===== config.mk =====
export PLATFORM = sky130hd
export DESIGN_NAME = serial_fb_loader
export DESIGN_NICKNAME = d
export VERILOG_FILES = /design/src/rtl/serial_fb_loader_pkg.sv /design/src/rtl/serial_fb_loader.sv
export SDC_FILE = /design/constraint.sdc
export NUM_CORES = 1
export LEC_CHECK = 0
export CORE_UTILIZATION = 52
export DETAILED_ROUTE_END_ITERATION = 16
export GPL_TIMING_DRIVEN = 0
export PLACE_DENSITY = 0.85
export SLEW_MARGIN = 20
export SYNTH_ARGS = -nofsm -noshare
export SYNTH_HDL_FRONTEND = slang
export SYNTH_SLANG_ARGS = --single-unit
export TNS_END_PERCENT = 50

===== constraint.sdc =====
create_clock -name clk -period 3.05 [get_ports clk]
set_input_delay 0.61 -clock clk [delete_from_list [all_inputs] [get_ports clk]]
set_output_delay 0.61 -clock clk [all_outputs]
set_load 0.01 [all_outputs]

===== src/rtl/serial_fb_loader_pkg.sv =====
// Shared types and constants for the serial framebuffer loader.
package serial_fb_loader_pkg;

    typedef enum logic [1:0] {
        DATA    = 2'd0,
        ESC     = 2'd1,
        ADDR_HI = 2'd2,
        ADDR_LO = 2'd3
    } state_t;

    localparam logic [7:0] CMD_HOME    = 8'h00;
    localparam logic [7:0] CMD_SETADDR = 8'h01;
    localparam int         FB_DEPTH    = 9600;

endpackage


===== src/rtl/serial_fb_loader.sv =====
// UART-to-video-RAM loader: auto-incrementing pixel writes plus FF-escaped address commands.
// Optional echo of every accepted byte when SERIAL_FB_LOADER_ECHO_EN is defined.
module serial_fb_loader
    import serial_fb_loader_pkg::*;
#(
    parameter int                    ADDR_WIDTH = 14,
    parameter int                    DATA_WIDTH = 8,
    parameter int                    FB_DEPTH   = serial_fb_loader_pkg::FB_DEPTH,
    parameter logic [DATA_WIDTH-1:0] ESC_BYTE   = 8'hFF
) (
    input  logic                  clk,
    input  logic                  reset,
    input  logic                  rx_ready,
    input  logic [DATA_WIDTH-1:0] rx_data,
    output logic                  rx_reset_n,
    output logic                  ram_we,
    output logic [ADDR_WIDTH-1:0] ram_addr,
    output logic [DATA_WIDTH-1:0] ram_data,
    output logic                  frame_done,
    output logic [ADDR_WIDTH-1:0] cur_addr,
    input  logic                  tx_ready,
    output logic                  tx_load,
    output logic [DATA_WIDTH-1:0] tx_data,
    output logic                  echo_overrun
);

    localparam int                    HI_W      = ADDR_WIDTH - DATA_WIDTH;
    localparam logic [ADDR_WIDTH-1:0] LAST_ADDR = ADDR_WIDTH'(FB_DEPTH - 1);
    localparam logic [ADDR_WIDTH:0]   DEPTH_X   = (ADDR_WIDTH + 1)'(FB_DEPTH);

    state_t                state, state_nxt;
    logic [1:0]            ack_pipe;
    logic                  accept;
    logic                  do_wr;
    logic                  hi_ld;
    logic [HI_W-1:0]       addr_hi;
    logic [ADDR_WIDTH-1:0] set_addr;
    logic [ADDR_WIDTH-1:0] addr_inc;
    logic [ADDR_WIDTH-1:0] addr_nxt;

    // ack_pipe[0] drives the acknowledge low; ack_pipe[1] is the holdoff cycle after it
    assign accept     = rx_ready & ~(|ack_pipe);
    assign rx_reset_n = ~ack_pipe[0];
    assign set_addr   = {addr_hi, rx_data};
    assign addr_inc   = (cur_addr == LAST_ADDR) ? '0 : cur_addr + 1'b1;

    always_ff @(posedge clk) begin
        if (reset) state <= DATA;
        else       state <= state_nxt;
    end

    always_comb begin
        state_nxt = state;
        do_wr     = 1'b0;
        hi_ld     = 1'b0;
        addr_nxt  = cur_addr;
        if (accept) begin
            case (state)
                DATA: begin
                    if (rx_data == ESC_BYTE) state_nxt = ESC;
                    else                     do_wr     = 1'b1;
                end
                ESC: begin
                    state_nxt = DATA;
                    if (rx_data == DATA_WIDTH'(CMD_HOME))         addr_nxt  = '0;
                    else if (rx_data == DATA_WIDTH'(CMD_SETADDR)) state_nxt = ADDR_HI;
                    else if (rx_data == ESC_BYTE)                 do_wr     = 1'b1;
                end
                ADDR_HI: begin
                    hi_ld     = 1'b1;
                    state_nxt = ADDR_LO;
                end
                ADDR_LO: begin
                    state_nxt = DATA;
                    addr_nxt  = ({1'b0, set_addr} >= DEPTH_X) ? '0 : set_addr;
                end
                default: state_nxt = DATA;
            endcase
            if (do_wr) addr_nxt = addr_inc;
        end
    end

    always_ff @(posedge clk) begin
        if (reset) begin
            ack_pipe   <= '0;
            ram_we     <= 1'b0;
            ram_addr   <= '0;
            ram_data   <= '0;
            frame_done <= 1'b0;
            cur_addr   <= '0;
            addr_hi    <= '0;
        end else begin
            ack_pipe   <= {ack_pipe[0], accept};
            ram_we     <= do_wr;
            frame_done <= do_wr && (cur_addr == LAST_ADDR);
            cur_addr   <= addr_nxt;
            if (do_wr) begin
                ram_addr <= cur_addr;
                ram_data <= rx_data;
            end
            if (hi_ld) addr_hi <= rx_data[HI_W-1:0];
        end
    end

`ifdef SERIAL_FB_LOADER_ECHO_EN
    // tx_ready is sampled in the accept cycle so the load lands alongside the acknowledge
    always_ff @(posedge clk) begin
        if (reset) begin
            tx_load      <= 1'b0;
            tx_data      <= '0;
            echo_overrun <= 1'b0;
        end else begin
            tx_load <= accept & tx_ready;
            if (accept & tx_ready) tx_data <= rx_data;
            if (accept & ~tx_ready) echo_overrun <= 1'b1;
        end
    end
`else
    logic unused_tx_ready;
    assign unused_tx_ready = tx_ready;
    assign tx_load         = 1'b0;
    assign tx_data         = '0;
    assign echo_overrun    = 1'b0;
`endif

endmodule


==> run metrics, run 1 <==
status completed; Nets 335; fraction of layout instances using a drive strength above 1 under 10%; Area Overhead vs Synth 29.8%; Max Slew Vio Count 0; First DRT Iteration DRCs 238; sequential area share after synthesis 41.9%; placed cell count approximately 370; pre-CTS WS between 0.2 and 0.25 ns; Hold Buf Count CTS 0; clk slew on worst S/H paths about 0.08 ns; TritonCTS clock tree yes; Cell Count, Final, Fillers Out 372; Worst Hold Class register to register; drt pass-1 iters 4; CP cell instances clkdlybuf4s50_1, nand4_1, or3_4, and3_1, buf_2, a32o_1, a32o_1; Post-Route WL 5990 um; clock skew roughly 0.0042 ns; CTS max path bufs 2; Crit. End Element register; CP required 3.25 ns; count leader, synth dfxtp_1; Synth Flop Type dfxtp_1; slack of the worst reg-to-reg path 0.69 ns; min Tclk post-route approximately 2.6 ns; synth unique cells 43; max-cap violations 0; Max stage delay cell, worst path clkdlybuf4s50_1; ANT cells 0; crit share post-route 84.3%; Post-Syn Area per Cell 8.91 um2; peak supply drop 337 uV; Slew HR 65.5%; WL/cell 16.1 um; number of CTS-inserted buffers 5; endpoints failing hold 0; Synth top cells by count dfxtp_1 (48), nor2_1 (43), mux2i_1 (28), buf_4 (13); arrival time at the worst endpoint 2.77 ns; largest net degree at the start of global routing 14; cells after synthesis 257; Initial Util 55.7%; crit-path most repeated cell a32o_1; initial antenna violation count 0; die width just under 70 um; ys async rst share 0%; synthesized area between 2000 and 2500 um2; Overall Power 1.24 mW; slowest cell delay on critical path 0.64 ns; Final setup viols 0; EDFF count, synth 0; post-route cell area between 2000 and 3000 um2; synthesis warning total 0; Min Hold Slack 0.452 ns; I/O pins 61; setup TNS 0 ns; Yosys top cell area share about two fifths; postcts setup bufs 0; fmax about 0.39 GHz; clk sink count 48; Post-CTS Resized 0; crit-path max FO 9; Via-to-Cell Ratio 5.85; hpwl dp around 4200 um; top cells by area, synth dfxtp_1 (42%), mux2i_1 (12%), nor2_1 (7.0%); worst slew pin tran 0.517 ns; Final Util 72.3%; Detail Route Antenna Nets 0; WS Path Type input pin to register; core area 4120 um2; input/output buffers 49; Worst setup SP type input pin; GRT overflow 0; Static Leak 1.26 nW; RSZ-0062 raised after global routing no; first-pass GRT wire length 8920 um; placed inst area about 2900 um2; H-tree Lvls 2; Clock Root Buffer clkbuf_8; Worst-Skew Late Latency around 0.30 ns; setup ws final 0.479 ns; Synth Register Bits 48; vias in the first global route 1888; gpl congestion 0.905; P per Cell Area 417 nW/um2; overall routing resource usage a little over a quarter; Die H 68.4 um; die area about 4700 um2; vias 2177; row cnt 23; Synth area leader dfxtp_1; Post-route DRC 0
==> cell type report <==
cell class / instances / area [um2]
clock buffers: 7 / 96.3
multi-input cells: 182 / 1180
flip-flops and latches: 48 / 961
inverters: 10 / 37.5
fillers: 320 / 1140
repair buffers: 49 / 490
well taps: 50 / 62.6
plain buffers: 26 / 150
==> metal layers <==
layer  routed length [um]  global-route usage [%]
met5                    0                       0
met4                  150                    8.59
met3                  527                    6.50
met2                 2820                    42.8
met1                 2490                    33.4
==> worst max-delay path: cells and delay by family <==
kind	cells	cell delay [ns]
AOI/OAI and AO/OA	2	0.51
buffers and inverters	2	0.81
and+or+nand+nor	3	0.83
==> cell families after synthesis <==
group / after synthesis / synth area share [%]
compound gates: 48 / 15.2
xor+xnor: 3 / 1.15
fa+ha+maj: 1 / 0.546
buf+inv: 36 / 8.19
flops: 48 / 41.9
mux: 28 / 12.2
other cells: 1 / 0.164
simple gates: 92 / 20.6
==> state kept, by name, summed over array words and instances (netlist names), named ones only <==
signal and count:
ack_pipe 2, ram_data 8, cur_addr 14, state 1
addr_hi 6, ram_we 1, ram_addr 14, frame_done 1
==> power by group <==
group / internal, mW / total [mW] / switching [mW]
Combinational: 0.0854 / 0.172 / 0.0869
Sequential: 0.645 / 0.661 / 0.0167
Clock: 0.202 / 0.405 / 0.203
==> path summary, 6_finish.rpt <==
kind | from | end | depth (start not counted)
hold / removal | ack_pipe[0] | ack_pipe[1] | 2
setup reg to reg | cur_addr[0] | cur_addr[7] | 8
setup / recovery | rx_data[4] | cur_addr[2] | 7
hold reg to reg | ack_pipe[0] | ack_pipe[1] | 2
==> cell usage in the layout (no fill, tap or decap), types with 2 or more instances in the layout <==
cell and n:
clkdlybuf4s50_1 49, clkbuf_8 7, a21oi_1 10, nand4_1 8, a32o_1 8, a221oi_1 4, conb_1 10, and2_1 3
nand3_1 5, xnor2_1 2, o21ai_0 10, clkbuf_1 9, o32ai_1 4, or3_1 2, and3_1 7, mux2i_1 28
buf_4 13, dfxtp_1 48, inv_1 10, a22oi_1 3, nor3_1 2, and4_1 4, nand2_1 10, buf_2 3
nor2_1 43
(Power assumes the default switching activity.)
==> run 2: changes to the inputs <==
--- a/config.mk
+++ b/config.mk
@@ -5,10 +5,10 @@
 export SDC_FILE = /design/constraint.sdc
 export NUM_CORES = 1
 export LEC_CHECK = 0
-export CORE_UTILIZATION = 52
+export CORE_UTILIZATION = 48
 export DETAILED_ROUTE_END_ITERATION = 16
 export GPL_TIMING_DRIVEN = 0
-export PLACE_DENSITY = 0.85
+export PLACE_DENSITY = 0.79
 export SLEW_MARGIN = 20
 export SYNTH_ARGS = -nofsm -noshare
 export SYNTH_HDL_FRONTEND = slang
==> constraint.sdc (replaced) <==
create_clock -name clk -period 2.4 [get_ports clk]
set_input_delay 0.48 -clock clk [delete_from_list [all_inputs] [get_ports clk]]
set_output_delay 0.48 -clock clk [all_outputs]
set_load 0.01 [all_outputs]
==> run 2 against run 1 <==
The flow now finishes with violations (DRC). Critical endpoint is now cur_addr[7]. Highest routed layer unchanged. Hold slack better by 0.0030 ns. Utilization down 4.5 points. Via count down 1.1%. Power up 33%. Sequential share of layout area down 0.60 points. Critical path depth unchanged. Design area up 2.0%. Count of clock-buffer cells in the layout down 1.
==> run metrics, run 2 (synthesized netlist as in run 1, its figures left out) <==
status finished, violations left; failing checks DRC; row cnt 24; Cell Count, Final, Fillers Out ~380; GRT overflow 0; endpoints failing hold 0; fraction of layout instances using a drive strength above 1 10.4%; slowest cell delay on critical path ~0.59 ns; number of CTS-inserted buffers 5; largest delay contributor family on the critical path simple AND/OR/NAND/NOR gates; Die H 71.1 um; clk sink count 48; CP cell instances clkdlybuf4s50_1, nand4_1, or3_4, and4_1, buf_2, a32o_1, a32o_1; Worst setup SP type input pin; peak supply drop 401 uV; overall routing resource usage between 20% and 30%; fill count ~390; min Tclk post-route around 2.3 ns; gpl congestion 0.866; first-pass GRT wire length 9510 um; fmax 0.426 GHz; WS Path Type input pin to register; setup TNS 0 ns; H-tree Lvls 2; Post-Route WL roughly 6000 um; crit share post-route 97.7%; Hold Buf Count CTS 0; vias in the first global route 1939; CP required 2.61 ns; commonest non-fill, non-tap cell in the layout dfxtp_1; die area between 5000 and 6000 um2; vias 2153; Nets 338; Crit. End Element register; largest net degree at the start of global routing 15; placed cell count roughly 370; most frequent cells in the layout dfxtp_1 (47), clkdlybuf4s50_1 (46), nor2_1 (43); I/O pins 61; core area about 4500 um2; clk slew on worst S/H paths 0.09 ns; Worst-Skew Late Latency about 0.31 ns; Post-route DRC 3; Detail Route Antenna Nets 0; First DRT Iteration DRCs 246; initial antenna violation count 0; Max Slew Vio Count 0; hpwl dp 4130 um; P per Cell Area 544 nW/um2; CP Buf/Inv Count 2; Via-to-Cell Ratio 5.70; ANT cells 0; Max stage delay cell, worst path clkdlybuf4s50_1; Area Overhead vs Synth 32.4%; Static Leak 1.32 nW; die width 71.1 um; drt pass-1 iters 13; clock skew a little under 0.009 ns; crit-path max FO 8; arrival time at the worst endpoint 2.56 ns; WL/cell about 16 um; Worst Hold Class register to register; Clock Root Buffer clkbuf_8; Final setup viols 0; max-cap violations 0; Initial Util between 50% and 60%; registers with the most flip-flops cur_addr: 14 flops, ram_addr: 14 flops, ram_data: 8 flops; crit-path most repeated cell a32o_1; TritonCTS clock tree yes; CTS max path bufs 2; input/output buffers 49
-- run 2: layout make-up --
class,count,area [um2],area share (%)
Buffer,25,151,4.99
Clock buffer,6,72.6,2.39
Clock inverter,2,35.0,1.15
Inverter,10,37.5,1.24
Multi-Input combinational cell,182,1180,39.0
Sequential cell,48,962,31.7
Tap cell,52,65.1,2.14
Timing Repair Buffer,53,528,17.4
-- run 2: power breakdown --
group | switching [mW] | leakage, nW | internal [mW] | total [mW]
Sequential | 0.0199 | 0.390 | 0.820 | 0.839
Clock | 0.277 | 0.0552 | 0.310 | 0.587
Combinational | 0.111 | 0.870 | 0.113 | 0.224
-- run 2: path summary, 6_finish.rpt --
path                            slack (ns)  cells after the start          end        start
worst max-delay path                  0.05                      7  cur_addr[7]   rx_data[6]
worst min-delay path                  0.45                      2  ack_pipe[1]  ack_pipe[0]
worst max register to register        0.20                      7  cur_addr[7]  cur_addr[1]
worst min register to register        0.45                      2  ack_pipe[1]  ack_pipe[0]
-- run 2: through the flow --
step / hold slack [ns] / utilization, % / instance area, um2 / total power [mW] / setup WS [ns]
final: 0.455 / 67.8 / 3030 / 1.65 / 0.0541
after CTS: 0.461 / 66.8 / 2990 / 1.65 / -0.0100
after floorplan: 0.467 / - / 2320 / 0.976 / 0.412
after global routing: 0.493 / 67.8 / 3030 / 1.70 / -0.0204
after global placement: 0.439 / 64.4 / 2880 / 1.07 / -0.318
after detailed placement: 0.450 / 64.4 / 2880 / 1.07 / -0.381
-- run 2: worst register-to-register path, stage by stage, from the launching register on --
cell,delay [ns]
dfxtp_1,0.42
ha_1,0.27
and3_1,0.33
nand4_1,0.19
and4_1,0.26
buf_2,0.18
a32o_1,0.28
a32o_1,0.20
-- run 2: layer usage --
layer | up-vias | global-route usage, % | routed length [um]
li1 | 1043 | - | -
met1 | 977 | 33.5 | 2570
met2 | 117 | 37.9 | 2750
met3 | 16 | 3.99 | 484
met4 | 0 | 10.2 | 153
met5 | - | 0 | 0
-- run 2: what timing repair did --
| item | 4_1_cts | 5_1_grt |
|---|---|---|
| pin swaps | 0 | 2 |
| gates resized for setup | 1 | 8 |
| gates cloned | 0 | 0 |
| setup buffers | 0 | 4 |
| endpoints found under the setup margin | 21 | 28 |
